$ cat config.mk
export PLATFORM = sky130hd
export DESIGN_NAME = rat_flag_intr_unit_flat
export DESIGN_NICKNAME = d
export VERILOG_FILES = /design/src/rtl/rat_pkg.sv /design/src/rtl/rat_flag_intr_unit_if.sv /design/src/rtl/rat_intr_detect.sv /design/src/rtl/rat_flag_intr_unit.sv /design/src/flat_wrapper.sv
export SDC_FILE = /design/constraint.sdc
export NUM_CORES = 1
export LEC_CHECK = 0
export BUFFER_PORTS_ARGS = -buffer_cell sky130_fd_sc_hd__buf_2
export CAP_MARGIN = 25
export CORE_UTILIZATION = 30
export CTS_CLUSTER_DIAMETER = 60
export DETAILED_ROUTE_END_ITERATION = 6
export PLACE_DENSITY_LB_ADDON = 0.08
export SLEW_MARGIN = 30
export SYNTH_ARGS = -nofsm -noshare
export SYNTH_HDL_FRONTEND = slang
export SYNTH_HIERARCHICAL = 1
export SYNTH_SLANG_ARGS = --single-unit
$ cat constraint.sdc
create_clock -name clk -period 1.45 [get_ports clk]
set_input_delay 0.0725 -clock clk [delete_from_list [all_inputs] [get_ports clk]]
set_output_delay 0.0725 -clock clk [all_outputs]
set_load 0.02 [all_outputs]
$ cat src/rtl/rat_pkg.sv
// Shared types and constants for the RAT flag/interrupt stage.
package rat_pkg;

  localparam int unsigned LOST_CNT_W = 8;

  // FLG_LD_SEL encodings
  localparam logic FLG_SRC_ALU  = 1'b0;
  localparam logic FLG_SRC_SHAD = 1'b1;

  typedef struct packed {
    logic c;
    logic z;
  } flags_t;

endpackage : rat_pkg

$ cat src/rtl/rat_flag_intr_unit_if.sv
// Control-unit <-> flag/interrupt stage bus; master is the control unit side.
interface rat_flag_intr_unit_if
  import rat_pkg::*;
#(
  parameter int unsigned CNT_W = LOST_CNT_W
);

  logic             C_IN;
  logic             Z_IN;
  logic             C_LD;
  logic             Z_LD;
  logic             C_SET;
  logic             C_CLEAR;
  logic             FLG_LD_SEL;
  logic             FLG_SHAD_LD;
  logic             I_SET;
  logic             I_CLR;
  logic             INTR;
  logic             INT_ACK;
  logic             C_FLAG;
  logic             Z_FLAG;
  logic             I_FLAG;
  logic             INTV;
  logic [CNT_W-1:0] LOST_CNT;

  modport master (
    output C_IN, Z_IN, C_LD, Z_LD, C_SET, C_CLEAR, FLG_LD_SEL, FLG_SHAD_LD,
           I_SET, I_CLR, INTR, INT_ACK,
    input  C_FLAG, Z_FLAG, I_FLAG, INTV, LOST_CNT
  );

  modport slave (
    input  C_IN, Z_IN, C_LD, Z_LD, C_SET, C_CLEAR, FLG_LD_SEL, FLG_SHAD_LD,
           I_SET, I_CLR, INTR, INT_ACK,
    output C_FLAG, Z_FLAG, I_FLAG, INTV, LOST_CNT
  );

endinterface : rat_flag_intr_unit_if

$ cat src/rtl/rat_intr_detect.sv
// Interrupt request edge detect, pending latch and saturating lost counter.
// Optional macro RAT_INTR_SYNC_EN adds a two-flop input synchronizer.
module rat_intr_detect
  import rat_pkg::*;
#(
  parameter int unsigned CNT_W = LOST_CNT_W
) (
  input  logic             clk,
  input  logic             RESET,
  input  logic             intr,
  input  logic             int_ack,
  output logic             pending,
  output logic [CNT_W-1:0] lost_cnt
);

  logic intr_s;
  logic hist;
  logic rise;

`ifdef RAT_INTR_SYNC_EN
  logic sync_a;
  logic sync_b;

  // Two-flop synchronizer; resets high so a held request is not seen as an edge
  always_ff @(posedge clk) begin
    if (RESET) begin
      sync_a <= 1'b1;
      sync_b <= 1'b1;
    end else begin
      sync_a <= intr;
      sync_b <= sync_a;
    end
  end

  assign intr_s = sync_b;
`else
  assign intr_s = intr;
`endif

  assign rise = intr_s & ~hist;

  // Edge history, pending request and dropped-request counter
  always_ff @(posedge clk) begin
    if (RESET) begin
      hist     <= 1'b1;
      pending  <= 1'b0;
      lost_cnt <= '0;
    end else begin
      hist <= intr_s;
      if (rise)
        pending <= 1'b1;
      else if (int_ack)
        pending <= 1'b0;
      if (rise && pending && !int_ack && (lost_cnt != {CNT_W{1'b1}}))
        lost_cnt <= lost_cnt + CNT_W'(1);
    end
  end

endmodule : rat_intr_detect

$ cat src/rtl/rat_flag_intr_unit.sv
// RAT flag and interrupt-status stage: C/Z flags, shadow flags, interrupt
// enable, and request tracking. Optional macro: RAT_INTR_SYNC_EN.
module rat_flag_intr_unit
  import rat_pkg::*;
#(
  parameter int unsigned CNT_W = LOST_CNT_W
) (
  input  logic                 clk,
  input  logic                 RESET,
  rat_flag_intr_unit_if.slave  bus
);

  flags_t flags_q, flags_d;
  flags_t shad_q, shad_d;
  flags_t src;
  logic   i_q, i_d;
  logic   pending;

  // Flag/shadow/enable next-state; shadow capture uses pre-update flags
  always_comb begin
    flags_d = flags_q;
    shad_d  = shad_q;
    i_d     = i_q;
    src     = (bus.FLG_LD_SEL == FLG_SRC_SHAD) ? shad_q
                                                : flags_t'{c: bus.C_IN, z: bus.Z_IN};

    if (bus.C_CLEAR)
      flags_d.c = 1'b0;
    else if (bus.C_SET)
      flags_d.c = 1'b1;
    else if (bus.C_LD)
      flags_d.c = src.c;

    if (bus.Z_LD)
      flags_d.z = src.z;

    if (bus.FLG_SHAD_LD)
      shad_d = flags_q;

    if (bus.I_CLR)
      i_d = 1'b0;
    else if (bus.I_SET)
      i_d = 1'b1;
  end

  // State registers
  always_ff @(posedge clk) begin
    if (RESET) begin
      flags_q <= '0;
      shad_q  <= '0;
      i_q     <= 1'b0;
    end else begin
      flags_q <= flags_d;
      shad_q  <= shad_d;
      i_q     <= i_d;
    end
  end

  rat_intr_detect #(
    .CNT_W (CNT_W)
  ) u_intr_detect (
    .clk      (clk),
    .RESET    (RESET),
    .intr     (bus.INTR),
    .int_ack  (bus.INT_ACK),
    .pending  (pending),
    .lost_cnt (bus.LOST_CNT)
  );

  assign bus.C_FLAG = flags_q.c;
  assign bus.Z_FLAG = flags_q.z;
  assign bus.I_FLAG = i_q;
  assign bus.INTV   = i_q & pending;

endmodule : rat_flag_intr_unit
$ cat src/flat_wrapper.sv
// flat-port wrapper written by rule: the top's interface ports become plain ports
module rat_flag_intr_unit_flat import rat_pkg::*;
#(
  parameter int unsigned CNT_W = LOST_CNT_W
)
  (clk, RESET, bus_C_IN, bus_Z_IN, bus_C_LD, bus_Z_LD, bus_C_SET, bus_C_CLEAR, bus_FLG_LD_SEL, bus_FLG_SHAD_LD, bus_I_SET, bus_I_CLR, bus_INTR, bus_INT_ACK, bus_C_FLAG, bus_Z_FLAG, bus_I_FLAG, bus_INTV, bus_LOST_CNT);
  rat_flag_intr_unit_if #(.CNT_W(CNT_W)) bus_i ();
  input  logic clk;
  input  logic RESET;
  input wire logic [$bits(bus_i.C_IN)-1:0] bus_C_IN;
  input wire logic [$bits(bus_i.Z_IN)-1:0] bus_Z_IN;
  input wire logic [$bits(bus_i.C_LD)-1:0] bus_C_LD;
  input wire logic [$bits(bus_i.Z_LD)-1:0] bus_Z_LD;
  input wire logic [$bits(bus_i.C_SET)-1:0] bus_C_SET;
  input wire logic [$bits(bus_i.C_CLEAR)-1:0] bus_C_CLEAR;
  input wire logic [$bits(bus_i.FLG_LD_SEL)-1:0] bus_FLG_LD_SEL;
  input wire logic [$bits(bus_i.FLG_SHAD_LD)-1:0] bus_FLG_SHAD_LD;
  input wire logic [$bits(bus_i.I_SET)-1:0] bus_I_SET;
  input wire logic [$bits(bus_i.I_CLR)-1:0] bus_I_CLR;
  input wire logic [$bits(bus_i.INTR)-1:0] bus_INTR;
  input wire logic [$bits(bus_i.INT_ACK)-1:0] bus_INT_ACK;
  output wire logic [$bits(bus_i.C_FLAG)-1:0] bus_C_FLAG;
  output wire logic [$bits(bus_i.Z_FLAG)-1:0] bus_Z_FLAG;
  output wire logic [$bits(bus_i.I_FLAG)-1:0] bus_I_FLAG;
  output wire logic [$bits(bus_i.INTV)-1:0] bus_INTV;
  output wire logic [$bits(bus_i.LOST_CNT)-1:0] bus_LOST_CNT;
  assign bus_i.C_IN = bus_C_IN;
  assign bus_i.Z_IN = bus_Z_IN;
  assign bus_i.C_LD = bus_C_LD;
  assign bus_i.Z_LD = bus_Z_LD;
  assign bus_i.C_SET = bus_C_SET;
  assign bus_i.C_CLEAR = bus_C_CLEAR;
  assign bus_i.FLG_LD_SEL = bus_FLG_LD_SEL;
  assign bus_i.FLG_SHAD_LD = bus_FLG_SHAD_LD;
  assign bus_i.I_SET = bus_I_SET;
  assign bus_i.I_CLR = bus_I_CLR;
  assign bus_i.INTR = bus_INTR;
  assign bus_i.INT_ACK = bus_INT_ACK;
  assign bus_C_FLAG = bus_i.C_FLAG;
  assign bus_Z_FLAG = bus_i.Z_FLAG;
  assign bus_I_FLAG = bus_i.I_FLAG;
  assign bus_INTV = bus_i.INTV;
  assign bus_LOST_CNT = bus_i.LOST_CNT;
  rat_flag_intr_unit #(.CNT_W(CNT_W)) u_core (.clk(clk), .RESET(RESET), .bus(bus_i));
endmodule
==> results of run 1 <==
[cells in the mapped netlist, drive strengths merged (2+ instances only)]
master / n
a2111oi: 2
a211oi: 5
a21oi: 5
a311oi: 2
and3: 3
dfxtp: 15
inv: 4
mux2: 3
mux2i: 5
nand2b: 4
nand3: 2
nor2: 8
nor2b: 2
nor3: 2
nor4: 2
or2: 2
[critical path: cells and delay by family, from the launching register on]
| family | cells | cell delay [ns] |
|---|---|---|
| and+or+nand+nor | 1 | 0.20 |
| AOI/OAI and AO/OA | 1 | 0.23 |
| DFF | 1 | 0.35 |
| muxes | 1 | 0.35 |
| adders and majority gates | 1 | 0.19 |
[power by group through the flow]
stage | logic, mW | registers [mW] | clock network, mW
3_5_place_dp | 0.0666 | 0.434 | 0
6_report | 0.0733 | 0.424 | 0.235
3_3_place_gp | 0.0652 | 0.433 | 0
5_1_grt | 0.0811 | 0.426 | 0.269
2_1_floorplan | 0.0266 | 0.439 | 0
4_1_cts | 0.0731 | 0.424 | 0.247
[worst max-delay path by stage]
stage,cells past startpoint,to,startpoint
2_1_floorplan,4,u_core/u_intr_detect/lost_cnt[4],u_core/u_intr_detect/lost_cnt[0]
3_3_place_gp,4,u_core/u_intr_detect/lost_cnt[3],u_core/u_intr_detect/lost_cnt[0]
3_5_place_dp,4,u_core/u_intr_detect/lost_cnt[3],u_core/u_intr_detect/lost_cnt[0]
4_1_cts,4,u_core/u_intr_detect/lost_cnt[4],u_core/u_intr_detect/lost_cnt[0]
5_1_grt,4,u_core/u_intr_detect/lost_cnt[3],u_core/u_intr_detect/hist
6_report,4,u_core/u_intr_detect/lost_cnt[3],u_core/u_intr_detect/lost_cnt[0]
[registers in the layout (all words and copies together), names as in the netlist]
name,cells
u_core/bus.C_FLAG,1
u_core/bus.I_FLAG,1
u_core/bus.Z_FLAG,1
u_core/shad_q,2
u_core/u_intr_detect/hist,1
u_core/u_intr_detect/lost_cnt,8
u_core/u_intr_detect/pending,1
[area by class of cell]
cell class | instances | area, um^2
fillers | 221 | 1220
multi-input cells | 55 | 444.2
flip-flops and latches | 15 | 312.8
repair buffers | 37 | 222.7
well taps | 28 | 35.03
clock buffers | 4 | 26.28
inverters | 4 | 15.01
[per-stage QoR]
step	TNS, ns	power (mW)	setup WS (ns)
detailed placement	0	0.5003	0.03600
global placement	0	0.4982	0.04414
finish	0	0.7320	0.03092
floorplan	-0.007110	0.4656	-0.007110
global route	-0.008931	0.7762	-0.008931
CTS	0	0.7438	0.02290
[layer usage]
metal | track usage | part of all wire | vias up
li1 | - | - | 359
met1 | 0.1735 | 0.48 | 316
met2 | 0.2158 | 0.45 | 18
met3 | 0.02924 | 0.057 | 2
met4 | 0.08108 | 0.0097 | 0
met5 | 0 | 0 | -
[cell families after synthesis]
family,after synthesis,synth area share
fa+ha+maj,1,0.01666
simple gates,30,0.2567
compound gates,16,0.1750
flops,15,0.4000
mux,8,0.1117
buf+inv,6,0.03999
[cells in the final DEF (no fill, tap or decap), types with 2 or more instances in the layout]
cell type	netlist	routed
buf_2	0	25
buf_4	0	9
dfxtp_1	15	9
nor2_1	8	8
mux2i_1	5	5
inv_1	4	4
a211oi_1	5	4
a21oi_1	5	4
nand2b_1	4	4
dfxtp_2	0	4
clkbuf_4	0	3
dlygate4sd3_1	0	3
nor3_1	2	2
a311oi_1	2	2
nand3_1	2	2
and3_1	3	2
nor4_1	2	2
nor2b_1	2	2
mux2_2	2	2
dfxtp_4	0	2
[repair_timing]
action	in CTS	in global routing
hold endpoints to repair	3	0
buffers inserted	0	3
setup endpoints to repair	0	2
gates resized for setup	0	3
hold buffers	3	0
==> results.ini, run 1 <==
[status]
run_status = complete, no violations

[pwr]
switching_power_mw = 0.1693
vdd.ir_drop.worst_uv = 331.9
power.share.sequential = 0.579
swShare = 0.2313
power.static_leakage_nw = 0.4490
power.clock.fraction = 0.321
p_per_area_nw_per_um2 = 693.2
internal_power_mw = 0.5627
comb_power_share = 0.100

[die]
floorplan.initialDensity = 0.3299
core_area_um2 = 2276
dieHeight_um = 52.03
design.portCount = 26
width_of_the_die_um = 52.03
rows = 17
die_area_um2 = 2707

[final_layout]
antennaDiodeCount = 0
design_area_um2 = 1056
finish.net_count = 131
instances_no_fill = 143
area_delta_synth_final_pct = 40.67
share_of_final_layout_standard_cells_stronger_than_drive_strength_1 = 0.4870
post-route-util = 0.4640

[route]
drt_first_pass_iters = 4
route.detailed.wl_per_inst_um = 11.53
ant_nets = 0
route.detailed.drc = 0
vias = 695
ratio_of_routed_vias_to_standard_cells = 4.860
drt-initial-drc-count = 8
wl_mm = 1.649

[synthesis]
synth_area_leader_cell = dfxtp_1
synth_area_leaders = dfxtp_1 40%, mux2i_1 6.7%, a211oi_1 5.0%, nor2_1 4.0%, a2111oi_4 3.7%
syn_area_um2 = 750.7
number_of_warning_messages_in_the_yosys_log = 6
netlist.area_leader.share = 0.4000
yosys_cell_types = 29
avgSynthCellArea_um2 = 9.878
yosysSeqAreaShare = 0.4000
synth-edff-count = 0
ys_seq_elements = 15
share_of_flip_flops_with_an_asynchronous_set_or_reset = 0
synthCells = 76
mappedNetlistNets = 91
synthFlopType = dfxtp_1

[global_route]
grt_pass1_wl_mm = 2.711
grt_antenna_before_repair = 0
grt-ovfl-total = 0
grt_pass1_vias = 653
gr-usage-all-layers = 0.1385
grt_max_degree = 20

[sta]
maxSlewHeadroom = 0.7760
slew_viols_final = 0
period_share = 0.9787
tightest_slew_ns = 0.3360
hold_viol = 0
timing.fmax_mhz = 704.7
worst_hold_slack_ns = 0.03752
setup_viol_count_final = 0
final.setup_skew_ns = 0.001291
fin_crit_ns = 1.419

[setup_path]
timing.critical_path.cells = ha_2, and3_4, a211oi_2, mux2_2
worstSetupPathType = reg2reg
critical_path.reg2reg.endpoint = u_core/u_intr_detect/lost_cnt[3]
start_kind = register
worst-r2r-cell-count = 4
cp_max_fo = 4
worst-endpoint-arrival_ns = 1.59
end_kind = register
rrSetupSlack_ns = 0.03
cpMaxStageDelayCell = dfxtp_4
crit_path_max_incr_delay_ns = 0.35
critical_path_required_ns = 1.62
regToRegStartpoint = u_core/u_intr_detect/lost_cnt[0]

[flow_run]
timing.max_cap.violations = 0

[clock_tree]
clock_tree.htree_level_count = 1
clock_tree_from_tritoncts = yes
cts.path.max_buffers = 2
cts.root.buffer_cell = clkbuf_4
clkLatencyLatePin_ns = 0.27
numClockSinks = 15
path_clk_slew_ns = 0.09
cts_inserted_buffers = 3

[place]
detailed_place.area_um2 = 970.9
post-dp-hpwl_mm = 1.207
port_buffers = 25
numPlacedInstances = 133
place.gp.congestion = 0.6797

[min_path]
hold_path_depth = 3
hold_path.class = in2reg
hold_path_start = bus_C_CLEAR
whs_endpoint = u_core/bus.C_FLAG

Power figures use the tool's default switching activity.
==> run 2, diff against run 1 <==
--- a/config.mk
+++ b/config.mk
@@ -7,6 +7,7 @@
 export LEC_CHECK = 0
 export BUFFER_PORTS_ARGS = -buffer_cell sky130_fd_sc_hd__buf_2
 export CAP_MARGIN = 25
+export CORE_MARGIN = 5
 export CORE_UTILIZATION = 30
 export CTS_CLUSTER_DIAMETER = 60
 export DETAILED_ROUTE_END_ITERATION = 6
==> run 2 against run 1 <==
Against the previous run: cell count down 0.70%; clock power up 3%; wire length up 5.5%; via count up 0.86%; sequential cell count unchanged; critical path type unchanged.
==> results.ini, run 2 (synthesis gave the netlist of run 1 again) <==
[status]
run_status = complete, no violations

[route]
route.detailed.drc = 0  ; unchanged
ant_nets = 0  ; unchanged
route.detailed.wl_per_inst_um = 12.25  ; +6.3%
drt-initial-drc-count = 6  ; -2
vias = 701  ; +0.86%
drt_first_pass_iters = 4  ; unchanged
wl_mm = 1.740  ; +5.5%
ratio_of_routed_vias_to_standard_cells = 4.937  ; +1.6%

[place]
detailed_place.area_um2 = 973.4  ; +0.26%
place.gp.congestion = 0.6701  ; -1.4%
port_buffers = 25  ; unchanged
post-dp-hpwl_mm = 1.329  ; +10%

[pwr]
p_per_area_nw_per_um2 = 700.9  ; +1.1%
power.static_leakage_nw = 0.4392  ; -2.2%
power.clock.fraction = 0.326  ; +0.005
power.share.sequential = 0.574  ; -0.005
totalPowerFinal_mw = 0.7384  ; +0.87%
internal_power_mw = 0.5591  ; -0.65%
switching_power_mw = 0.1793  ; +5.9%
comb_power_share = 0.100  ; about the same
vdd.ir_drop.worst_uv = 666.1  ; +100%
swShare = 0.2429  ; +0.01158

[sta]
final.setup_skew_ns = 0.005485  ; +0.004194 ns
fin_crit_ns = 1.398  ; -0.02115 ns
fin_tns_setup_ns = 0  ; unchanged
tightest_slew_ns = 0.3339  ; -0.002117 ns
hold_viol = 0  ; unchanged
timing.fmax_mhz = 715.3  ; +1.5%
period_share = 0.9641  ; -0.01459
slew_viols_final = 0  ; unchanged
setup_repair_after_global_routing_missed_its_margin = false
maxSlewHeadroom = 0.7774  ; +0.001411
setup_viol_count_final = 0  ; unchanged
worst_hold_slack_ns = 0.01931  ; -0.01821 ns

[die]
rows = 18  ; +1
die_area_um2 = 3603  ; +33%
core_area_um2 = 2432  ; +6.9%
floorplan.initialDensity = 0.3086  ; -0.02121
design.portCount = 26  ; unchanged
width_of_the_die_um = 60.03  ; +15%
dieHeight_um = 60.03  ; +15%

[global_route]
grt_max_degree = 20  ; unchanged
grt_antenna_before_repair = 0  ; unchanged
grt-ovfl-total = 0  ; unchanged
grt_pass1_vias = 696  ; +6.6%
gr-usage-all-layers = 0.1131  ; -0.02537
grt_pass1_wl_mm = 3.029  ; +12%

[setup_path]
end_kind = register
path_buf_inv = 0  ; unchanged
worst-endpoint-arrival_ns = 1.58  ; about the same
timing.critical_path.cells = ha_2, nand2_2, a2111oi_4, mux2_4
crit_family = flip-flops
start_kind = register
crit_path_max_incr_delay_ns = 0.35  ; about the same
worstSetupPathType = reg2reg
cpMaxStageDelayCell = dfxtp_4
critical_path_required_ns = 1.63  ; about the same
cp_max_fo = 3  ; -1

[final_layout]
seqCellArea_um2 = 311.5  ; -0.40%
layout.cells.most_common_list = 25 x buf_2, 10 x dfxtp_1, 8 x nor2_1
registers.top_by_ff_count = u_core/u_intr_detect/lost_cnt
antennaDiodeCount = 0  ; unchanged
largest_reg_flops = 8  ; unchanged
share_of_final_layout_standard_cells_stronger_than_drive_strength_1 = 0.4821  ; -0.004814
filler_cell_count = 261  ; +18%
design_area_um2 = 1054  ; -0.24%
finish.net_count = 128  ; -2.3%
layout_commonest_cell = buf_2
area_delta_synth_final_pct = 40.33
reg_top3 = u_core/u_intr_detect/lost_cnt (8), u_core/shad_q (2)
multi_input_comb_area_um2 = 461.7  ; +3.9%
post-route-util = 0.4331  ; -0.03086

[clock_tree]
clkLatencyLatePin_ns = 0.28  ; about the same
numClockSinks = 15  ; unchanged
clock_tree.htree_level_count = 1  ; unchanged
cts.root.buffer_cell = clkbuf_4
cts.path.max_buffers = 2  ; unchanged
clock_tree_from_tritoncts = yes
cts_inserted_buffers = 3  ; unchanged
path_clk_slew_ns = 0.10  ; about the same

[flow_run]
timing.max_cap.violations = 0  ; unchanged

[min_path]
hold_path.class = in2reg

## run 2: layout make-up
cell class | instances | area share
inverter | 4 | 0.01425
clock buffer | 3 | 0.02138
sequential | 15 | 0.2957
timing repair buffer | 34 | 0.1900
multi-input combinational | 55 | 0.4382
tap | 30 | 0.03563
clock inverter | 1 | 0.004751
## run 2: per-layer routing
metal,wire (um),part of all wire,track usage,vias up
li1,-,-,-,358
met5,0,0,0,-
met1,788,0.45,0.1358,322
met3,94,0.054,0.03888,2
met2,842,0.48,0.1960,19
met4,15,0.0086,0.01899,0
## run 2: timing repair
action	4_1_cts	5_1_grt
buffers inserted	0	0
endpoints found under the hold margin	3	0
resized for setup	1	3
pin swaps	0	1
hold buffers	3	0
endpoints found under the setup margin	1	3
## run 2: stage by stage
| step | cells | setup WS (ns) |
|---|---|---|
| 6_report | 142 | 0.05207 |
| 5_1_grt | 142 | 0.002342 |
| 4_1_cts | 142 | 0.01965 |
| 3_5_place_dp | 135 | 0.007615 |
| 3_3_place_gp | 135 | 0.05273 |
| 2_1_floorplan | 76 | -0.007110 |
## run 2: tightest hold or removal path, stage by stage
cell and delay [ns]:
buf_2 0.07, or2_1 0.09, a311oi_1 0.04
## run 2: power by group through the flow
stage / registers [mW] / clock network, mW / logic [mW]
final: 0.424 / 0.241 / 0.0736
after global routing: 0.426 / 0.285 / 0.0825
after CTS: 0.424 / 0.261 / 0.0746
after detailed placement: 0.434 / 0 / 0.0681
after global placement: 0.433 / 0 / 0.0667
after floorplan: 0.439 / 0 / 0.0266
## run 2: final timing paths
kind	start	slack (ns)	to	cells after the start
hold reg to reg	u_core/bus.I_FLAG	0.50	u_core/bus.I_FLAG	2
hold / removal	bus_C_CLEAR	0.02	u_core/bus.C_FLAG	3
setup reg to reg	u_core/u_intr_detect/lost_cnt[0]	0.05	u_core/u_intr_detect/lost_cnt[4]	4
setup / recovery	u_core/u_intr_detect/lost_cnt[0]	0.05	u_core/u_intr_detect/lost_cnt[4]	4
